$ cat src/rtl/hazard_control_unit_if.sv
// Decode-side bundle between the ID stage and the hazard scheduler.
// Carries decode fields, branch resolution, control strobes and statistics.
interface hazard_control_unit_if #(
    parameter int CNT_WIDTH = 32
);
    logic                 id_valid;
    logic [6:0]           id_opcode;
    logic [4:0]           id_rs1;
    logic [4:0]           id_rs2;
    logic [4:0]           id_rd;
    logic                 ex_branch_taken;
    logic                 pc_write_en;
    logic                 if_id_write_en;
    logic                 if_id_flush;
    logic                 id_ex_bubble;
    logic [CNT_WIDTH-1:0] stall_count;
    logic [CNT_WIDTH-1:0] flush_count;
    logic [1:0]           fwd_a_sel;
    logic [1:0]           fwd_b_sel;

    modport master (
        output id_valid, id_opcode, id_rs1, id_rs2, id_rd, ex_branch_taken,
        input  pc_write_en, if_id_write_en, if_id_flush, id_ex_bubble,
        input  stall_count, flush_count, fwd_a_sel, fwd_b_sel
    );

    modport slave (
        input  id_valid, id_opcode, id_rs1, id_rs2, id_rd, ex_branch_taken,
        output pc_write_en, if_id_write_en, if_id_flush, id_ex_bubble,
        output stall_count, flush_count, fwd_a_sel, fwd_b_sel
    );
endinterface

$ cat src/rtl/hazard_control_unit.sv
// Stall/flush scheduler for the 5-stage core, tracking in-flight writers.
// Define FORWARD_EN for forwarding selects and load-use-only stalls.
module hazard_control_unit #(
    parameter int CNT_WIDTH = 32
) (
    input logic                  clk,
    input logic                  reset,
    hazard_control_unit_if.slave hif
);
    function automatic logic uses_rs1(input logic [6:0] op);
        return op inside {7'b0110011, 7'b0010011, 7'b0000011,
                          7'b0100011, 7'b1100011, 7'b1100111};
    endfunction

    function automatic logic uses_rs2(input logic [6:0] op);
        return op inside {7'b0110011, 7'b0100011, 7'b1100011};
    endfunction

    function automatic logic writes_rd(input logic [6:0] op);
        return op inside {7'b0110011, 7'b0010011, 7'b0000011, 7'b0110111,
                          7'b0010111, 7'b1101111, 7'b1100111};
    endfunction

    // WB writers never hazard (write-before-read), so only EX/MEM are kept.
    logic                 ex_w, mem_w;
    logic [4:0]           ex_rd, mem_rd;
    logic [CNT_WIDTH-1:0] stall_cnt, flush_cnt;

    logic rd1, rd2, wr, enter, hazard;
    logic a_ex, a_mem, b_ex, b_mem;
    logic pc_we, ifid_we, flush, bubble;

    assign rd1 = hif.id_valid && uses_rs1(hif.id_opcode) && (hif.id_rs1 != 5'd0);
    assign rd2 = hif.id_valid && uses_rs2(hif.id_opcode) && (hif.id_rs2 != 5'd0);
    assign wr  = writes_rd(hif.id_opcode) && (hif.id_rd != 5'd0);

    assign a_ex  = rd1 && ex_w  && (ex_rd  == hif.id_rs1);
    assign a_mem = rd1 && mem_w && (mem_rd == hif.id_rs1);
    assign b_ex  = rd2 && ex_w  && (ex_rd  == hif.id_rs2);
    assign b_mem = rd2 && mem_w && (mem_rd == hif.id_rs2);

    assign enter = hif.id_valid && !bubble;

`ifdef FORWARD_EN
    logic       ex_ld;
    logic [1:0] fa, fb;

    assign hazard = ex_ld && (a_ex || b_ex);

    always_ff @(posedge clk or posedge reset) begin
        if (reset) begin
            ex_ld <= 1'b0;
            fa    <= 2'b00;
            fb    <= 2'b00;
        end else begin
            ex_ld <= enter && wr && (hif.id_opcode == 7'b0000011);
            fa    <= !enter ? 2'b00 : a_ex ? 2'b01 : a_mem ? 2'b10 : 2'b00;
            fb    <= !enter ? 2'b00 : b_ex ? 2'b01 : b_mem ? 2'b10 : 2'b00;
        end
    end

    assign hif.fwd_a_sel = fa;
    assign hif.fwd_b_sel = fb;
`else
    assign hazard = a_ex || a_mem || b_ex || b_mem;

    assign hif.fwd_a_sel = 2'b00;
    assign hif.fwd_b_sel = 2'b00;
`endif

    always_comb begin
        pc_we   = 1'b1;
        ifid_we = 1'b1;
        flush   = 1'b0;
        bubble  = 1'b0;
        if (reset) begin
            pc_we   = 1'b0;
            ifid_we = 1'b0;
            bubble  = 1'b1;
        end else if (hif.ex_branch_taken) begin
            flush  = 1'b1;
            bubble = 1'b1;
        end else if (hazard) begin
            pc_we   = 1'b0;
            ifid_we = 1'b0;
            bubble  = 1'b1;
        end
    end

    always_ff @(posedge clk or posedge reset) begin
        if (reset) begin
            ex_w      <= 1'b0;
            ex_rd     <= 5'd0;
            mem_w     <= 1'b0;
            mem_rd    <= 5'd0;
            stall_cnt <= '0;
            flush_cnt <= '0;
        end else begin
            mem_w  <= ex_w;
            mem_rd <= ex_rd;
            ex_w   <= enter && wr;
            ex_rd  <= hif.id_rd;
            if (hif.ex_branch_taken)
                flush_cnt <= flush_cnt + CNT_WIDTH'(1);
            else if (hazard)
                stall_cnt <= stall_cnt + CNT_WIDTH'(1);
        end
    end

    assign hif.pc_write_en    = pc_we;
    assign hif.if_id_write_en = ifid_we;
    assign hif.if_id_flush    = flush;
    assign hif.id_ex_bubble   = bubble;
    assign hif.stall_count    = stall_cnt;
    assign hif.flush_count    = flush_cnt;
endmodule

$ cat src/flat_wrapper.sv
// flat-port wrapper written by rule: the top's interface ports become plain ports
module hazard_control_unit_flat 
#(
    parameter int CNT_WIDTH = 32
)
  (clk, reset, hif_id_valid, hif_id_opcode, hif_id_rs1, hif_id_rs2, hif_id_rd, hif_ex_branch_taken, hif_pc_write_en, hif_if_id_write_en, hif_if_id_flush, hif_id_ex_bubble, hif_stall_count, hif_flush_count, hif_fwd_a_sel, hif_fwd_b_sel);
  hazard_control_unit_if #(.CNT_WIDTH(CNT_WIDTH)) hif_i ();
  input logic clk;
  input logic reset;
  input wire logic [$bits(hif_i.id_valid)-1:0] hif_id_valid;
  input wire logic [$bits(hif_i.id_opcode)-1:0] hif_id_opcode;
  input wire logic [$bits(hif_i.id_rs1)-1:0] hif_id_rs1;
  input wire logic [$bits(hif_i.id_rs2)-1:0] hif_id_rs2;
  input wire logic [$bits(hif_i.id_rd)-1:0] hif_id_rd;
  input wire logic [$bits(hif_i.ex_branch_taken)-1:0] hif_ex_branch_taken;
  output wire logic [$bits(hif_i.pc_write_en)-1:0] hif_pc_write_en;
  output wire logic [$bits(hif_i.if_id_write_en)-1:0] hif_if_id_write_en;
  output wire logic [$bits(hif_i.if_id_flush)-1:0] hif_if_id_flush;
  output wire logic [$bits(hif_i.id_ex_bubble)-1:0] hif_id_ex_bubble;
  output wire logic [$bits(hif_i.stall_count)-1:0] hif_stall_count;
  output wire logic [$bits(hif_i.flush_count)-1:0] hif_flush_count;
  output wire logic [$bits(hif_i.fwd_a_sel)-1:0] hif_fwd_a_sel;
  output wire logic [$bits(hif_i.fwd_b_sel)-1:0] hif_fwd_b_sel;
  assign hif_i.id_valid = hif_id_valid;
  assign hif_i.id_opcode = hif_id_opcode;
  assign hif_i.id_rs1 = hif_id_rs1;
  assign hif_i.id_rs2 = hif_id_rs2;
  assign hif_i.id_rd = hif_id_rd;
  assign hif_i.ex_branch_taken = hif_ex_branch_taken;
  assign hif_pc_write_en = hif_i.pc_write_en;
  assign hif_if_id_write_en = hif_i.if_id_write_en;
  assign hif_if_id_flush = hif_i.if_id_flush;
  assign hif_id_ex_bubble = hif_i.id_ex_bubble;
  assign hif_stall_count = hif_i.stall_count;
  assign hif_flush_count = hif_i.flush_count;
  assign hif_fwd_a_sel = hif_i.fwd_a_sel;
  assign hif_fwd_b_sel = hif_i.fwd_b_sel;
  hazard_control_unit #(.CNT_WIDTH(CNT_WIDTH)) u_core (.clk(clk), .reset(reset), .hif(hif_i));
endmodule
$ cat config.mk
export PLATFORM = sky130hd
export DESIGN_NAME = hazard_control_unit_flat
export DESIGN_NICKNAME = d
export VERILOG_FILES = /design/src/rtl/hazard_control_unit_if.sv /design/src/rtl/hazard_control_unit.sv /design/src/flat_wrapper.sv
export SDC_FILE = /design/constraint.sdc
export NUM_CORES = 1
export LEC_CHECK = 0
export ABC_AREA = 1
export BUFFER_PORTS_ARGS = -buffer_cell sky130_fd_sc_hd__buf_2
export CORE_MARGIN = 10
export CORE_UTILIZATION = 56
export DETAILED_ROUTE_END_ITERATION = 8
export PLACE_DENSITY = 0.81
export RECOVER_POWER = 100
export SLEW_MARGIN = 20
export SYNTH_ARGS = -nofsm -noshare
export SYNTH_HDL_FRONTEND = slang
export SYNTH_SLANG_ARGS = --single-unit
$ cat constraint.sdc
create_clock -name clk -period 2.8 [get_ports clk]
set_clock_uncertainty 0.2 [all_clocks]
set_input_delay 0 -clock clk [delete_from_list [all_inputs] [get_ports clk]]
set_output_delay 0 -clock clk [all_outputs]
set_load 0.02 [all_outputs]
==> qor.txt <==
yosys warns: 0
total power: 2.32 mW
Layout area overhead: 14.0%
final wirelength: 12,700 um
CP max stage delay: 600 ps
maximum fanout along the worst path: 19
Horiz. Die Dim: 112 um
worst r2r src: u_core.hif.stall_count[0]
largest cells by area after synthesis: dfrtp_1, nand2_1, nor2_1, inv_1, nand3_1
count of final max-slew check failures: 0
hold_sp: hif_id_rd[1]
placed insts: 863
# setup viols final: 0
internal cell power: 1.60 mW
CP cell instances: dlygate4sd3_1 -> clkbuf_1 -> clkinv_1 -> nand4_1 -> clkbuf_1
Setup Fix Bufs, Post-CTS: 0
vias in the first global route: 4,629
layout cells sized above 1: 0.0727
CP arrival: 2190 ps
leakage power: 2.71 nW
setup TNS: 0 ps
cell count of the worst hold path: 2
P per Cell Area: 429 mW/mm^2
Worst setup SP type: input pin
Root Buffer Master: clkbuf_8
Final period util: 0.855
WP data required: 2600 ps
Post-Synthesis Cells: 674
Slowest cell on crit path: clkinv_1
Unique masters post-synth: 36
Clock Pin Slew Worst Setup and Hold Paths: 80 ps
RSZ-0062 raised after global routing: false
Max VDD drop: 0.000283 V
fmax: 418 MHz
Std-Cell Rows: 33
Buf/Inv on CP: 4
EDFF count, synth: 0
total grt overflow: 0
via count: 4,722
GP Congestion: 0.971
CTS H-Tree Depth: 3
Detailed Route Iter0 Violations: 346
die height: 112 um
routed vias/inst: 5.31
largest net degree at the start of global routing: 58
Design Area, Final: 0.00541 mm^2
clk sinks: 76
reg2reg setup slack: 610 ps
CTS buffer count: 9
CP top delay family: buffers and inverters
Ant. Diodes: 0
CP Capture Type: primary output
drt wl/cell: 14.3 um
max_cap viols: 0
sequential fraction of the synthesis area: 0.401
area leader, netlist: dfrtp_1
top cell types by occurrence after synthesis: nand2_1, nor2_1, dfrtp_1
CTS max path bufs: 2
worst r2r path cells: 10
sequential share of power: 0.529
total global-route track usage: 0.200
FFs w/ async S/R, synth: 1.00
drt first pass iters: 5
Switch Pwr: 0.720 mW
synthesized area: 0.00474 mm^2
Syn Area/Cell: 7.04 um^2
hpwl dp: 9930 um
minimum clock period after layout: 2390 ps
die area: 0.0126 mm^2
RR Endpoint: u_core.hif.stall_count[22]
top-count cell post-synth: nand2_1
Clock power frac: 0.328
initial antenna violation count: 0
Final Hold Viols: 0
flip-flop and latch count after synthesis: 76
port buffer count: 93
fin nets: 807
kind of critical path: in -> out
DRC: 0
Slew headroom: 0.463
worst min-delay path class: in -> reg
Non-Filler Instances: 889
Placement Setup Slack: 655 ps
clock latency on the worst-skew pair: 340 ps
CTS tree: yes
outcome: completed
Most Frequent Cell on Critical Path: clkbuf_1
DRT antenna net count: 0
fraction of power spent switching nets: 0.310
CP Depth: 5
first-pass GRT wire length: 21,600 um
Worst Hold Endpoint: u_core.ex_rd[1]
Tightest Pin Transition: 805 ps
# IOs: 98
core area: 0.00822 mm^2
fraction of power consumed by combinational cells: 0.143
Synth top area share: 0.401
DP Area: 0.00528 mm^2
fin worst setup slack: 407 ps
Top FF cell, synth: dfrtp_1
Initial Util: 0.577
[final cells by class]
cell class | count | area (um^2)
multi-input cells | 505 | 2410
inverters | 82 | 308
flip-flops and latches | 76 | 1900
fillers | 780 | 2810
repair buffers | 105 | 485
well taps | 105 | 131
clock inverters | 6 | 40.0
clock buffers | 10 | 138
[state kept, by name, summed over array words and instances, names as in the netlist]
register / flops
u_core.mem_rd: 5
u_core.ex_rd: 5
u_core.ex_w: 1
u_core.hif.flush_count: 32
u_core.hif.stall_count: 32
u_core.mem_w: 1
[cells in the final DEF (no fill, tap or decap), types with 2 or more instances in the layout]
| master | count |
|---|---|
| nand3b_1 | 7 |
| nor2_1 | 89 |
| o21ai_0 | 4 |
| nor3_1 | 19 |
| nand2_2 | 5 |
| ha_1 | 2 |
| nand2_1 | 238 |
| o21ai_1 | 10 |
| xor2_1 | 24 |
| clkbuf_1 | 74 |
| buf_2 | 20 |
| nor3_4 | 2 |
| clkbuf_8 | 10 |
| clkinvlp_4 | 4 |
| nand3_1 | 47 |
| inv_1 | 74 |
| conb_1 | 4 |
| a21oi_1 | 3 |
| inv_2 | 7 |
| nor4_1 | 2 |
| xnor2_1 | 17 |
| dlygate4sd3_1 | 10 |
| clkinv_2 | 2 |
| nand4_1 | 22 |
| dfrtp_1 | 76 |
[per-stage QoR]
step | util | hold slack [ps]
global placement | 0.643 | -150
detailed placement | 0.643 | -144
CTS | 0.677 | 41.5
floorplan | - | -169
finish | 0.658 | 105
global route | 0.658 | 88.1
[cell families after synthesis]
kind of cell	count (synthesis)	share of synthesized area
other cells	1	0.000790
simple gates	439	0.414
compound gates	19	0.0214
buf+inv	96	0.0825
flops	76	0.401
fa+ha+maj	2	0.00527
xor+xnor	41	0.0757
[power groups by stage]
stage / clock network, mW / logic, mW / registers, mW
2_1_floorplan: 0 / 0.180 / 1.29
3_3_place_gp: 0 / 0.336 / 1.25
3_5_place_dp: 0 / 0.349 / 1.25
4_1_cts: 0.776 / 0.359 / 1.23
5_1_grt: 0.835 / 0.371 / 1.24
6_report: 0.760 / 0.331 / 1.23
[what timing repair did]
| item | 4_1_cts | 5_1_grt |
|---|---|---|
| hold buffers | 10 | 0 |
| endpoints found under the hold margin | 34 | 0 |
| gates resized for setup | 0 | 0 |
[worst max-delay path by stage]
stage | from | to | slack (ps)
finish | hif_ex_branch_taken | hif_id_ex_bubble | 410
global route | hif_ex_branch_taken | hif_pc_write_en | 270
CTS | u_core.hif.stall_count[0] | u_core.hif.stall_count[22] | 640
detailed placement | u_core.hif.stall_count[0] | u_core.hif.stall_count[22] | 660
global placement | u_core.hif.stall_count[0] | u_core.hif.stall_count[22] | 710
floorplan | reset | u_core.ex_w | 170
[routing by layer]
layer,track usage,part of all wire,vias to the layer above
li1,-,-,2308
met1,0.257,0.44,2227
met2,0.328,0.48,167
met3,0.0453,0.065,20
met4,0.0609,0.017,0
met5,0,0,-
(Power assumes the default switching activity.)
